<file path="config.mk">
export PLATFORM = sky130hd
export DESIGN_NAME = simon_iter_ctrl
export DESIGN_NICKNAME = d
export VERILOG_FILES = /design/src/rtl/simon_pkg.sv /design/src/rtl/simon_key_ram.sv /design/src/rtl/simon_iter_ctrl.sv
export SDC_FILE = /design/constraint.sdc
export NUM_CORES = 1
export LEC_CHECK = 0
export CORE_MARGIN = 4
export CORE_UTILIZATION = 43
export CTS_CLUSTER_DIAMETER = 50
export DETAILED_ROUTE_END_ITERATION = 7
export PLACE_DENSITY = 0.69
export SLEW_MARGIN = 40
export SYNTH_ARGS = -nofsm -noshare
export SYNTH_HDL_FRONTEND = slang
export SYNTH_SLANG_ARGS = --single-unit
</file>
<file path="constraint.sdc">
create_clock -name clk -period 3.28 [get_ports clk]
set_clock_uncertainty 0.1 [all_clocks]
set_input_delay 0.328 -clock clk [delete_from_list [all_inputs] [get_ports clk]]
set_output_delay 0.328 -clock clk [all_outputs]
set_load 0.1 [all_outputs]
</file>
<file path="src/rtl/simon_pkg.sv">
// Shared types and default parameters for the SIMON 32/64 iterative sequencer.
package simon_pkg;

  // SIMON 32/64 default geometry
  localparam int SIMON_N  = 16;
  localparam int SIMON_M  = 4;
  localparam int SIMON_T  = 32;
  localparam int SIMON_CB = 5;

  // Operation requested on the mode input
  typedef enum logic [1:0] {
    KEYLOAD = 2'b00,
    ENC     = 2'b01,
    DEC     = 2'b10,
    RSVD    = 2'b11
  } mode_e;

  // Sequencer FSM states
  typedef enum logic [1:0] {
    ST_IDLE = 2'b00,
    ST_KEXP = 2'b01,
    ST_RUN  = 2'b10
  } state_e;

  // z0 constant sequence, written first bit first: z0[i] is bit (61 - i)
  localparam logic [61:0] SIMON_Z0 =
    62'b11111010001001010110000111001101111101000100101011000011100110;

  // Returns element idx of the z0 sequence (period 62)
  function automatic logic z0Bit(input int unsigned idx);
    return SIMON_Z0[61 - (idx % 62)];
  endfunction

endpackage

</file>
<file path="src/rtl/simon_key_ram.sv">
// Round-key register file: T words of N bits, one write port, one async read port.
// A seed port loads the first M words in a single edge when a new key arrives.
module simon_key_ram
  import simon_pkg::*;
#(
  parameter int N  = SIMON_N,
  parameter int M  = SIMON_M,
  parameter int T  = SIMON_T,
  parameter int Cb = SIMON_CB
) (
  input  logic                 clk,
  input  logic                 nR,
  input  logic                 seedEn,
  input  logic [M-1:0][N-1:0]  seedKeys,
  input  logic                 wrEn,
  input  logic [Cb-1:0]        wrAddr,
  input  logic [N-1:0]         wrData,
  input  logic [Cb-1:0]        rdAddr,
  output logic [N-1:0]         rdData
);

  logic [N-1:0] mem_q [T];

  // Storage update: clear on reset, seed the user key words, or write one expanded word
  always_ff @(posedge clk or negedge nR) begin
    if (!nR) begin
      for (int i = 0; i < T; i++) begin
        mem_q[i] <= '0;
      end
    end else if (seedEn) begin
      for (int i = 0; i < M; i++) begin
        mem_q[i] <= seedKeys[i];
      end
    end else if (wrEn) begin
      mem_q[wrAddr] <= wrData;
    end
  end

  assign rdData = mem_q[rdAddr];

endmodule

</file>
<file path="src/rtl/simon_iter_ctrl.sv">
// Iterative SIMON 32/64 sequencer: key-schedule expansion, encryption and
// decryption around an external round function and key-expansion function.
module simon_iter_ctrl
  import simon_pkg::*;
#(
  parameter int N  = SIMON_N,
  parameter int M  = SIMON_M,
  parameter int T  = SIMON_T,
  parameter int Cb = SIMON_CB
) (
  input  logic                 clk,
  input  logic                 nR,
  input  logic                 start,
  input  logic [1:0]           mode,
  input  logic [M-1:0][N-1:0]  keyIn,
  input  logic [1:0][N-1:0]    blockIn,
  output logic                 busy,
  output logic                 done,
  output logic                 err,
  output logic                 keyValid,
  output logic [1:0][N-1:0]    blockOut,
  output logic [1:0][N-1:0]    rndIn,
  output logic [N-1:0]         rndKey,
  input  logic [1:0][N-1:0]    rndOut,
  output logic [Cb-1:0]        keCount,
  output logic [M-1:0][N-1:0]  keKeys,
  input  logic [N-1:0]         keOut
);

  // Terminal counter values: last round, and last expansion step (writes word T-1)
  localparam logic [Cb-1:0] LastRound = Cb'(T - 1);
  localparam logic [Cb-1:0] LastExp   = Cb'(T - M - 1);

  state_e               state_q, state_d;
  logic [Cb-1:0]        cnt_q, cnt_d;
  logic [1:0][N-1:0]    blk_q, blk_d;
  logic [M-1:0][N-1:0]  win_q, win_d;
  logic [1:0][N-1:0]    out_q, out_d;
  logic                 dec_q, dec_d;
  logic                 keyValid_q, keyValid_d;
  logic                 done_q, done_d;
  logic                 err_q, err_d;

  logic                 seedEn;
  logic                 wrEn;
  logic [Cb-1:0]        wrAddr;
  logic [Cb-1:0]        rdAddr;
  logic [N-1:0]         rdData;
  mode_e                reqMode;

  assign reqMode = mode_e'(mode);

  // Expanded words land M places above the expansion index
  assign wrAddr = cnt_q + Cb'(M);

  // Round key: forward order for encrypt, reversed for decrypt, word 0 when not running
  always_comb begin
    rdAddr = '0;
    if (state_q == ST_RUN) begin
      rdAddr = dec_q ? (LastRound - cnt_q) : cnt_q;
    end
  end

  simon_key_ram #(
    .N  (N),
    .M  (M),
    .T  (T),
    .Cb (Cb)
  ) u_key_ram (
    .clk      (clk),
    .nR       (nR),
    .seedEn   (seedEn),
    .seedKeys (keyIn),
    .wrEn     (wrEn),
    .wrAddr   (wrAddr),
    .wrData   (keOut),
    .rdAddr   (rdAddr),
    .rdData   (rdData)
  );

  // Next-state logic: request decode in IDLE, one expansion step or one round per edge otherwise
  always_comb begin
    state_d    = state_q;
    cnt_d      = cnt_q;
    blk_d      = blk_q;
    win_d      = win_q;
    out_d      = out_q;
    dec_d      = dec_q;
    keyValid_d = keyValid_q;
    done_d     = 1'b0;
    err_d      = 1'b0;
    seedEn     = 1'b0;
    wrEn       = 1'b0;

    unique case (state_q)
      ST_IDLE: begin
        if (start) begin
          unique case (reqMode)
            KEYLOAD: begin
              keyValid_d = 1'b0;
              seedEn     = 1'b1;
              win_d      = keyIn;
              cnt_d      = '0;
              state_d    = ST_KEXP;
            end
            ENC, DEC: begin
              if (keyValid_q) begin
                dec_d   = (reqMode == DEC);
                blk_d   = (reqMode == DEC) ? {blockIn[0], blockIn[1]} : blockIn;
                cnt_d   = '0;
                state_d = ST_RUN;
              end else begin
                err_d = 1'b1;
              end
            end
            default: begin
              err_d = 1'b1;
            end
          endcase
        end
      end

      ST_KEXP: begin
        wrEn  = 1'b1;
        win_d = {keOut, win_q[M-1:1]};
        if (cnt_q == LastExp) begin
          cnt_d      = '0;
          keyValid_d = 1'b1;
          done_d     = 1'b1;
          state_d    = ST_IDLE;
        end else begin
          cnt_d = cnt_q + 1'b1;
        end
      end

      ST_RUN: begin
        blk_d = rndOut;
        if (cnt_q == LastRound) begin
          cnt_d   = '0;
          out_d   = dec_q ? {rndOut[0], rndOut[1]} : rndOut;
          done_d  = 1'b1;
          state_d = ST_IDLE;
        end else begin
          cnt_d = cnt_q + 1'b1;
        end
      end

      default: begin
        state_d = ST_IDLE;
      end
    endcase
  end

  // State and datapath registers; reset discards any partial schedule
  always_ff @(posedge clk or negedge nR) begin
    if (!nR) begin
      state_q    <= ST_IDLE;
      cnt_q      <= '0;
      blk_q      <= '0;
      win_q      <= '0;
      out_q      <= '0;
      dec_q      <= 1'b0;
      keyValid_q <= 1'b0;
      done_q     <= 1'b0;
      err_q      <= 1'b0;
    end else begin
      state_q    <= state_d;
      cnt_q      <= cnt_d;
      blk_q      <= blk_d;
      win_q      <= win_d;
      out_q      <= out_d;
      dec_q      <= dec_d;
      keyValid_q <= keyValid_d;
      done_q     <= done_d;
      err_q      <= err_d;
    end
  end

  assign busy     = (state_q != ST_IDLE);
  assign done     = done_q;
  assign err      = err_q;
  assign keyValid = keyValid_q;
  assign blockOut = out_q;
  assign rndIn    = blk_q;
  assign rndKey   = rdData;
  assign keCount  = cnt_q;
  assign keKeys   = win_q;

endmodule

</file>
# After elaboration in Yosys (flattened, before gate mapping)
# Index checks and enable logic that the tools add are counted.
# word_totals
regBits,651
out_inout_bits,153
wordCells,132
# op_classes
n_addsub,3
n_lt_le_gt_ge,3
eq_ne,14
muxes,46
bitwise,3
n_reduce_logical,17
# ops
op,count
bitwise mux 512 bit,1
two-way mux 512 bit,1
two-way mux 64 bit,3
two-way mux 32 bit,5
case mux 64 bit (2 select lines),1
binary-select mux 16 bit (select 5 bit),1
demux 16 bit (select 5 bit),1
case mux 32 bit (2 select lines),1
two-way mux 16 bit,3
two-way mux 5 bit,6
AND reduction 4 bit,4
case mux 5 bit (3 select lines),1
>= comparator 6 bit (second input constant),2
two-way mux 1 bit,12
inverter 5 -> 6 bit,2
equality test 5 bit (second input constant),2
case mux 5 bit (2 select lines),1
two-way mux 2 bit,4
nonzero test 2 bit,4
< comparator 6 x 1 -> 1 bit (second input constant),1
!= test 2 x 1 -> 1 bit (second input constant),3
!= test 2 bit (second input constant),3
case mux 1 bit (2 select lines),3
case mux 2 bit (3 select lines),1
other kinds (16),20

# Depth between registers and ports, before layout
# Gate-level depths: netlist (run 1).
# logic_depth
word_depth,9
ltp_mapped,10
ltp_nobuf,8

# Modules after synthesis
# A second synthesis (run 1) with hierarchy kept.
# unflattened
cells_unflattened,2586
hier_area_um2,31263.7
# modules_own_cells
mod,n_inst,cells_per_inst,area_per_inst_um2,seq_area_each_um2
simon_key_ram,1,1871,24284.5,12812.3
simon_iter_ctrl,1,715,6979.2,3478.3

# Worst setup path before layout (run 1)
# No wires, ideal clock.
# synth_path
path_type,flip-flop to output port
from,"register cnt_q[1], in the netlist keCount[1]"
to,output port rndKey[14]
arrival_time_ns,4.054
required_ns,2.852
path_slack_ns,-1.202
path_stages_with_launch,10
cell_sequence,dfrtp_1 > buf_2 > and4bb_1 > a31oi_4 > buf_4 > buf_2 > o221ai_1 > a21oi_1 > nor2_1 > a31oi_1
# synth_between
elab_chain_len,7
# synth_rtl
element,line_no,text
from (decl),simon_iter_ctrl.sv:35,"logic [Cb-1:0] cnt_q, cnt_d;"
from (signal assigned),simon_iter_ctrl.sv:168,cnt_q <= cnt_d;
subtractor 5 bit,simon_iter_ctrl.sv:60,rdAddr = dec_q ? (LastRound - cnt_q) : cnt_q;
two-way mux 5 bit *,simon_iter_ctrl.sv:60,
two-way mux 5 bit *,simon_iter_ctrl.sv:59,if (state_q == ST_RUN) begin
inverter 5 -> 6 bit (not written as such) *,simon_key_ram.sv:39,assign rdData = mem_q[rdAddr];
binary-select mux 16 bit (select 5 bit) *,simon_key_ram.sv:39,
two-way mux 16 bit (not written as such) * (2 in a row),simon_key_ram.sv:39,
to (decl),simon_iter_ctrl.sv:23,"output logic [N-1:0] rndKey,"
# Mark *: on every way between the ends. The rest lies on a longest branch, timed or not. The select of a mux whose other input is x is not followed.

# Final worst setup path (run 1)
# layout_path
from,register state_q[0]
to,output port rndKey[4]
# layout_between
elab_chain_len,6
# layout_rtl
element,line_no,text
from (decl),simon_iter_ctrl.sv:34,"state_e state_q, state_d;"
from (signal assigned),simon_iter_ctrl.sv:167,state_q <= state_d;
equality test 2 bit,simon_iter_ctrl.sv:59,
two-way mux 5 bit,simon_iter_ctrl.sv:59,
inverter 5 -> 6 bit (not written as such),simon_key_ram.sv:39,
binary-select mux 16 bit (select 5 bit),simon_key_ram.sv:39,
two-way mux 16 bit (not written as such) (2 in a row),simon_key_ram.sv:39,
# No other way between the ends. The select of a mux whose other input is x is not followed.

==> flow_metrics.py, run 1 <==
metrics = {
    "status": {
        "outcome": "finished with violations",
        "violations": "negative setup slack",
    },
    "clock_tree": {
        "clk_latency_ns": 0.64,
        "clk_pin_slew_ns": 0.05,
        "ctsHtreeMaxLevel": 3,
        "cts_tree": "yes",
        "clock-root-buffer": "clkbuf_16",
        "cts.sinks": 651,
        "numCtsBuffers": 80,
        "cts_buffer_depth": 3,
    },
    "layout": {
        "layout-drive-gt1-share_pct": 37.4,
        "final_cell_area_um2": 41300,
        "finalNetCount": 3411,
        "final_util_pct": 56.7,
        "fill_cells": 5809,
        "layout.cells.non_filler": 4274,
        "diodes": 0,
        "syn2layout_area_growth_pct": 30.9,
        "final_cell_mix": "645 x dfrtp_1, 450 x mux2_2, 285 x nand2_1",
        "layout_commonest_cell": "dfrtp_1",
    },
    "run": {
        "drv_cap": 0,
    },
    "power_and_ir_drop": {
        "power.total_mw": 36.3,
        "p_leak_nw": 18.0,
        "powerDensity_nw_per_um2": 880,
        "ir_drop_v": 0.000939,
    },
    "synth": {
        "syn_nets": 3046,
        "synth-seq-cells": 651,
        "synthAdderAreaFrac_pct": 0.476,
        "syn_area_um2": 31600,
        "synth_cell_types": 64,
        "yosys.area_share.simple_pct": 7.39,
        "syn_avg_cell_area_um2": 10.9,
        "muxShareOfSynthArea_pct": 20.3,
        "synth_top_family_by_area": "multiplexers",
        "synth_edf_count": 0,
        "yosys_warnings": 0,
        "synth-compound-area-share_pct": 16.1,
        "postSynthCellCount": 2885,
        "ys.flop_type": "dfrtp_1",
        "synth_seq_area_share_pct": 51.6,
        "synth-xor-area-share_pct": 0.270,
        "ys_async_sr_fraction_pct": 100,
    },
    "setup_path": {
        "cp_top_family": "buffers and inverters",
        "cpPeakStageDelay_ns": 0.39,
        "cpMostUsedCell": "buf_12",
        "crit_path_cell_trace": "inv_2 > ha_4 > nor4bb_4 > buf_4 > a31oi_4 > buf_12 > buf_12 > buf_6 > buf_4 > o22ai_4 > nor2_4 > nor4_4 > a31oi_4 > buf_12",
        "slowest_stage": "dfrtp_1",
        "crit_cells": 14,
        "worstSetupPathType": "flip-flop to output port",
        "cp_max_fo": 6,
        "critPathCaptureType": "output port",
        "cp.arrival_ns": 3.23,
        "path_buf_inv": 7,
        "startpoint_type": "flip-flop",
        "ff2ff_path_depth": 7,
        "cp_data_required_time_ns": 2.85,
    },
    "detailed_routing": {
        "dr.pass1.iters": 7,
        "drc_errors": 0,
        "drtIter0Drc": 2739,
        "wl_per_cell_um": 26.3,
        "vias": 26671,
        "drt-met1-wl_um": 45700,
        "avgViaCountPerCell": 6.24,
        "highest_layer": "met5",
        "detail-route-antenna-nets": 0,
        "met2_length_um": 52300,
        "wl_um": 112000,
        "met3WireLength_um": 10300,
    },
    "placement": {
        "dp.cells": 4039,
        "place_congestion": 0.920,
        "placed_area_um2": 36000,
        "io_buffers": 301,
        "pre_cts_slack_ns": 0.00937,
        "hpwlAfterDp_um": 70300,
    },
    "sta": {
        "final_max_slew_viol_count": 0,
        "setup_violations": 16,
        "rsz0062_at_grt": "true",
        "fmax_ghz": 0.274,
        "worst_pin_slew_ns": 0.853,
        "setup_tns_ns": -5.44,
        "period_share_pct": 111,
        "hold_violations": 0,
        "fin_crit_ns": 3.65,
        "final.setup.worst_slack_ns": -0.374,
        "hold_slack_ns": 0.167,
        "slew-limit-headroom_pct": 43.1,
    },
    "floorplanning": {
        "dieArea_um2": 77800,
        "io_pins": 302,
        "die_w_um": 279,
        "num_rows": 99,
        "start_util_pct": 43.3,
        "dieHeight_um": 279,
        "fp.coreArea_um2": 72800,
    },
    "global_routing": {
        "grt.total_usage_pct": 27.5,
        "grt_pass1_wl_um": 167000,
        "overflow": 0,
        "grt_max_degree": 127,
        "antenna_found_initial": 2,
        "grt_pass1_vias": 26597,
    },
    "worst_hold_path": {
        "hp-class": "input port to asynchronous set/reset pin",
    },
}
## per-layer routing
layer  track usage (%)  vias up
met5                 0        -
met4              9.54        4
met3              6.54      262
met2              43.9     1384
met1              37.2    13603
li1                  -    11418
## cells in the mapped netlist, drive strengths merged (2+ instances only)
library cell / count / share of area, %
nand2: 285 / 3.4
a211oi: 16 / 0.42
mux2: 450 / 16
buf: 124 / 2.0
and4: 4 / 0.11
o21ai: 126 / 2.0
nor4: 15 / 0.30
nand4: 5 / 0.099
o21a: 2 / 0.048
or3: 3 / 0.059
o32ai: 3 / 0.083
dfrtp: 651 / 52
clkbuf: 146 / 1.7
nand2b: 4 / 0.079
xnor2: 4 / 0.13
a31oi: 19 / 0.42
or3b: 2 / 0.056
nor2: 174 / 2.2
mux2i: 133 / 4.2
nor2b: 3 / 0.059
nor3: 21 / 0.38
nand3: 17 / 0.33
and2: 2 / 0.040
xor2: 4 / 0.13
o221a: 29 / 1.0
o31ai: 16 / 0.38
and3: 2 / 0.040
a21oi: 211 / 3.4
o22ai: 287 / 5.7
nand3b: 3 / 0.071
inv: 10 / 0.12
o2111ai: 2 / 0.056
ha: 12 / 0.48
a2bb2oi: 3 / 0.10
o211ai: 4 / 0.095
o221ai: 80 / 2.2
## repair_timing
action / in CTS / in global routing
cloned: 15 / 6
pin swaps: 57 / 57
hold buffers: 1 / 0
buffers inserted: 47 / 29
endpoints found under the setup margin: 16 / 16
gates resized for setup: 142 / 123
endpoints found under the hold margin: 51 / 0
## path summary, 6_finish.rpt
path / start / to / slack (ns)
max in group asynchronous: nR / u_key_ram.mem_q[426]$_DFFE_PN0P_ / 1.88
min reg2reg: blockOut[31]$_DFFE_PN0P_ / blockOut[31]$_DFFE_PN0P_ / 0.38
max: state_q[0]$_DFFE_PN0P_ / rndKey[4] / -0.37
min: nR / keKeys[0]$_DFFE_PN0P_ / 0.17
max reg2reg: keCount[0]$_DFFE_PN0P_ / u_key_ram.mem_q[77]$_DFFE_PN0P_ / 0.33
min in group clk: keOut[3] / u_key_ram.mem_q[451]$_DFFE_PN0P_ / 0.18
## worst register-to-register path: stages, from the launching register on
cell,delay [ns]
dfrtp_2,0.36
buf_6,0.14
buf_4,0.47
ha_1,0.51
nand2_1,0.30
nor2_2,0.27
buf_4,0.30
mux2_2,0.38
## report_power, final
part	internal [mW]	leakage, nW	switching, mW
registers	9.67	8.13	1.55
clock network	5.64	1.37	3.66
logic	4.97	8.54	10.8
## final cells by class
| class | instances | area (um2) | share of cell area (%) |
|---|---|---|---|
| Sequential cell | 651 | 16300 | 39.5 |
| Multi-Input combinational cell | 1953 | 15400 | 37.2 |
| Timing Repair Buffer | 553 | 5550 | 13.4 |
| Clock buffer | 105 | 2270 | 5.50 |
| Tap cell | 959 | 1200 | 2.91 |
| Clock inverter | 42 | 549 | 1.33 |
| Inverter | 11 | 41.3 | 0.100 |
## sequential cells by signal, summed over array words and instances (netlist names), 2 cells and up
| register | count |
|---|---|
| rndIn | 32 |
| keKeys | 64 |
| keCount | 5 |
| blockOut | 32 |
| state_q | 2 |
| u_key_ram.mem_q | 512 |
## kinds of logic after synthesis
kind of cell / Yosys count
buf+inv: 281
simple gates: 545
flops: 651
xor+xnor: 8
mux: 583
compound gates: 805
fa+ha+maj: 12
Power figures use the tool's default switching activity.
==> inputs of run 2 (changes only) <==
- DONT_BUFFER_PORTS: default -> 1
- PLACE_DENSITY: 0.69 -> 0.64
==> run 2 against run 1 <==
  * Sequential power up 37%
  * Final cell count decreased by 3.8%
  * Critical path depth increased by 1
  * Clock power grew 2.6%
  * Maximum frequency shrank 0.48%
  * Critical endpoint is now rndKey[15]
  * Sequential share of layout area grew 1.5 points
  * Setup slack got worse by 0.018 ns
  * The flow finishes with violations (negative hold slack, max-slew violations, negative setup slack)
==> flow_metrics.py, run 2 (synthesis results as in run 1) <==
metrics = {
    "layout": {
        "layout_commonest_cell": "dfrtp_1",
        "layout-drive-gt1-share_pct": 36.1,
        "fill_cells": 5903,
        "final_util_pct": 55.2,
        "finalNetCount": 3237,
        "final_cell_mix": "522 x dfrtp_1, 450 x mux2_2, 285 x nand2_1",
        "syn2layout_area_growth_pct": 27.4,
        "largest_register_ffs": 512,
        "final_cell_area_um2": 40200,
        "top_register": "u_key_ram.mem_q",
    },
    "setup_path": {
        "cp_data_required_time_ns": 2.85,
        "crit_cells": 15,
        "slowest_stage": "dfrtp_1",
        "ff2ff_path_depth": 8,
        "crit_path_end": "rndKey[15]",
        "cpMostUsedCell": "buf_12",
        "cp_top_family": "buffers and inverters",
        "worstSetupPathType": "flip-flop to output port",
        "worstReg2RegStart": "keCount[0]$_DFFE_PN0P_",
        "cpPeakStageDelay_ns": 0.40,
        "critPathCaptureType": "output port",
        "startpoint": "state_q[0]$_DFFE_PN0P_",
        "crit_path_cell_trace": "inv_2 > ha_4 > nor4bb_4 > buf_6 > a31oi_4 > buf_12 > buf_8 > buf_8 > buf_12 > o221ai_2 > nor2_2 > nor4_2 > buf_4 > a31oi_4 > buf_12",
        "path_buf_inv": 8,
        "cp.arrival_ns": 3.24,
        "startpoint_type": "flip-flop",
        "rrSetupSlack_ns": 0.16,
        "r2r-end": "u_key_ram.mem_q[418]$_DFFE_PN0P_",
        "cp_max_fo": 7,
    },
    "status": {
        "outcome": "finished with violations",
        "violations": "negative hold slack, max-slew violations, negative setup slack",
    },
    "floorplanning": {
        "start_util_pct": 43.3,
        "dieArea_um2": 77800,
        "io_pins": 302,
        "fp.coreArea_um2": 72800,
        "die_w_um": 279,
        "num_rows": 99,
        "dieHeight_um": 279,
    },
    "clock_tree": {
        "cts_tree": "yes",
        "cts.sinks": 651,
        "clock-root-buffer": "clkbuf_16",
        "ctsHtreeMaxLevel": 3,
        "cts_buffer_depth": 3,
        "clk_pin_slew_ns": 0.06,
        "holdBufCountCts": 186,
        "numCtsBuffers": 83,
        "clk_latency_ns": 0.64,
    },
    "global_routing": {
        "antenna_found_initial": 10,
        "grt_max_degree": 652,
        "grt_pass1_vias": 26499,
        "grt_pass1_wl_um": 165000,
        "grt.total_usage_pct": 27.1,
        "overflow": 0,
    },
    "sta": {
        "period_share_pct": 112,
        "rsz0062_at_grt": "true",
        "slew-limit-headroom_pct": -80.1,
        "setup_violations": 16,
        "final.setup.worst_slack_ns": -0.391,
        "hold_slack_ns": -0.720,
        "fin_crit_ns": 3.67,
        "worst_pin_slew_ns": 2.70,
        "fmax_ghz": 0.272,
        "hold_violations": 651,
        "final_max_slew_viol_count": 463,
    },
    "placement": {
        "hpwlAfterDp_um": 66200,
        "pre_cts_slack_ns": 0.0309,
        "placed_area_um2": 33600,
        "io_buffers": 0,
        "place_congestion": 0.924,
    },
    "power_and_ir_drop": {
        "ir_drop_v": 0.00113,
        "powerDensity_nw_per_um2": 890,
        "power.total_mw": 35.8,
        "p_leak_nw": 17.1,
    },
    "detailed_routing": {
        "avgViaCountPerCell": 6.38,
        "detail-route-antenna-nets": 0,
        "wl_per_cell_um": 26.9,
        "vias": 26214,
        "drc_errors": 0,
        "dr.pass1.iters": 8,
        "drtIter0Drc": 3057,
        "wl_um": 111000,
    },
    "worst_hold_path": {
        "hp-class": "input port to asynchronous set/reset pin",
    },
    "run": {
        "drv_cap": 0,
    },
}
==> run 2: where the power goes <==
group | leakage (nW) | total (mW) | switching, mW | internal [mW]
combinational | 7.70 | 10.9 | 6.46 | 4.48
sequential | 8.03 | 15.3 | 5.61 | 9.71
clock | 1.38 | 9.54 | 3.83 | 5.71
==> run 2: worst register-to-register path: stages (launching register included) <==
cell           delay [ns]
dfrtp_4              0.49
buf_6                0.17
buf_12               0.28
ha_1                 0.31
nand2_1              0.22
nor2_1               0.17
buf_4                0.31
mux2_2               0.39
dlygate4sd3_1        0.57
==> run 2: timing repair <==
action | CTS | global route
gates cloned | 10 | 6
hold endpoints to repair | 1295 | 651
pin swaps | 30 | 30
setup buffers | 30 | 10
endpoints found under the setup margin | 16 | 21
resized for setup | 134 | 65
==> run 2: layout make-up <==
| type | count | area (um2) | share of cell area (%) |
|---|---|---|---|
| diodes | 10 | 25.0 | 0.0623 |
| clock buffers | 102 | 2270 | 5.65 |
| clock inverters | 49 | 627 | 1.56 |
| inverters | 11 | 45.0 | 0.112 |
| multi-input cells | 1954 | 15200 | 37.8 |
| flip-flops and latches | 651 | 16500 | 40.9 |
| well taps | 959 | 1200 | 2.98 |
| repair buffers | 375 | 4380 | 10.9 |
==> run 2: how the worst min path moves through the flow <==
stage          start                 endpoint  depth (start not counted)
2_1_floorplan     nR  blockOut[0]$_DFFE_PN0P_                          0
3_3_place_gp      nR    keKeys[5]$_DFFE_PN0P_                          0
3_5_place_dp      nR    keKeys[0]$_DFFE_PN0P_                          0
4_1_cts           nR    keKeys[0]$_DFFE_PN0P_                          0
5_1_grt           nR    keKeys[4]$_DFFE_PN0P_                          0
6_report          nR    keKeys[0]$_DFFE_PN0P_                          0
==> run 2: per-layer routing <==
metal	global-route usage, %	vias to the layer above	wire length (um)
met4	10.4	0	4140
met1	36.0	13409	43500
met3	5.92	297	10500
met5	0	-	0
li1	-	11098	-
met2	43.8	1410	52400
==> run 2: per-stage QoR <==
stage	setup TNS, ns	cells
6_report	-5.09	4111
5_1_grt	-6.27	4111
4_1_cts	-4.86	4086
3_5_place_dp	0	3712
3_3_place_gp	-0.0193	3709
2_1_floorplan	0	2885
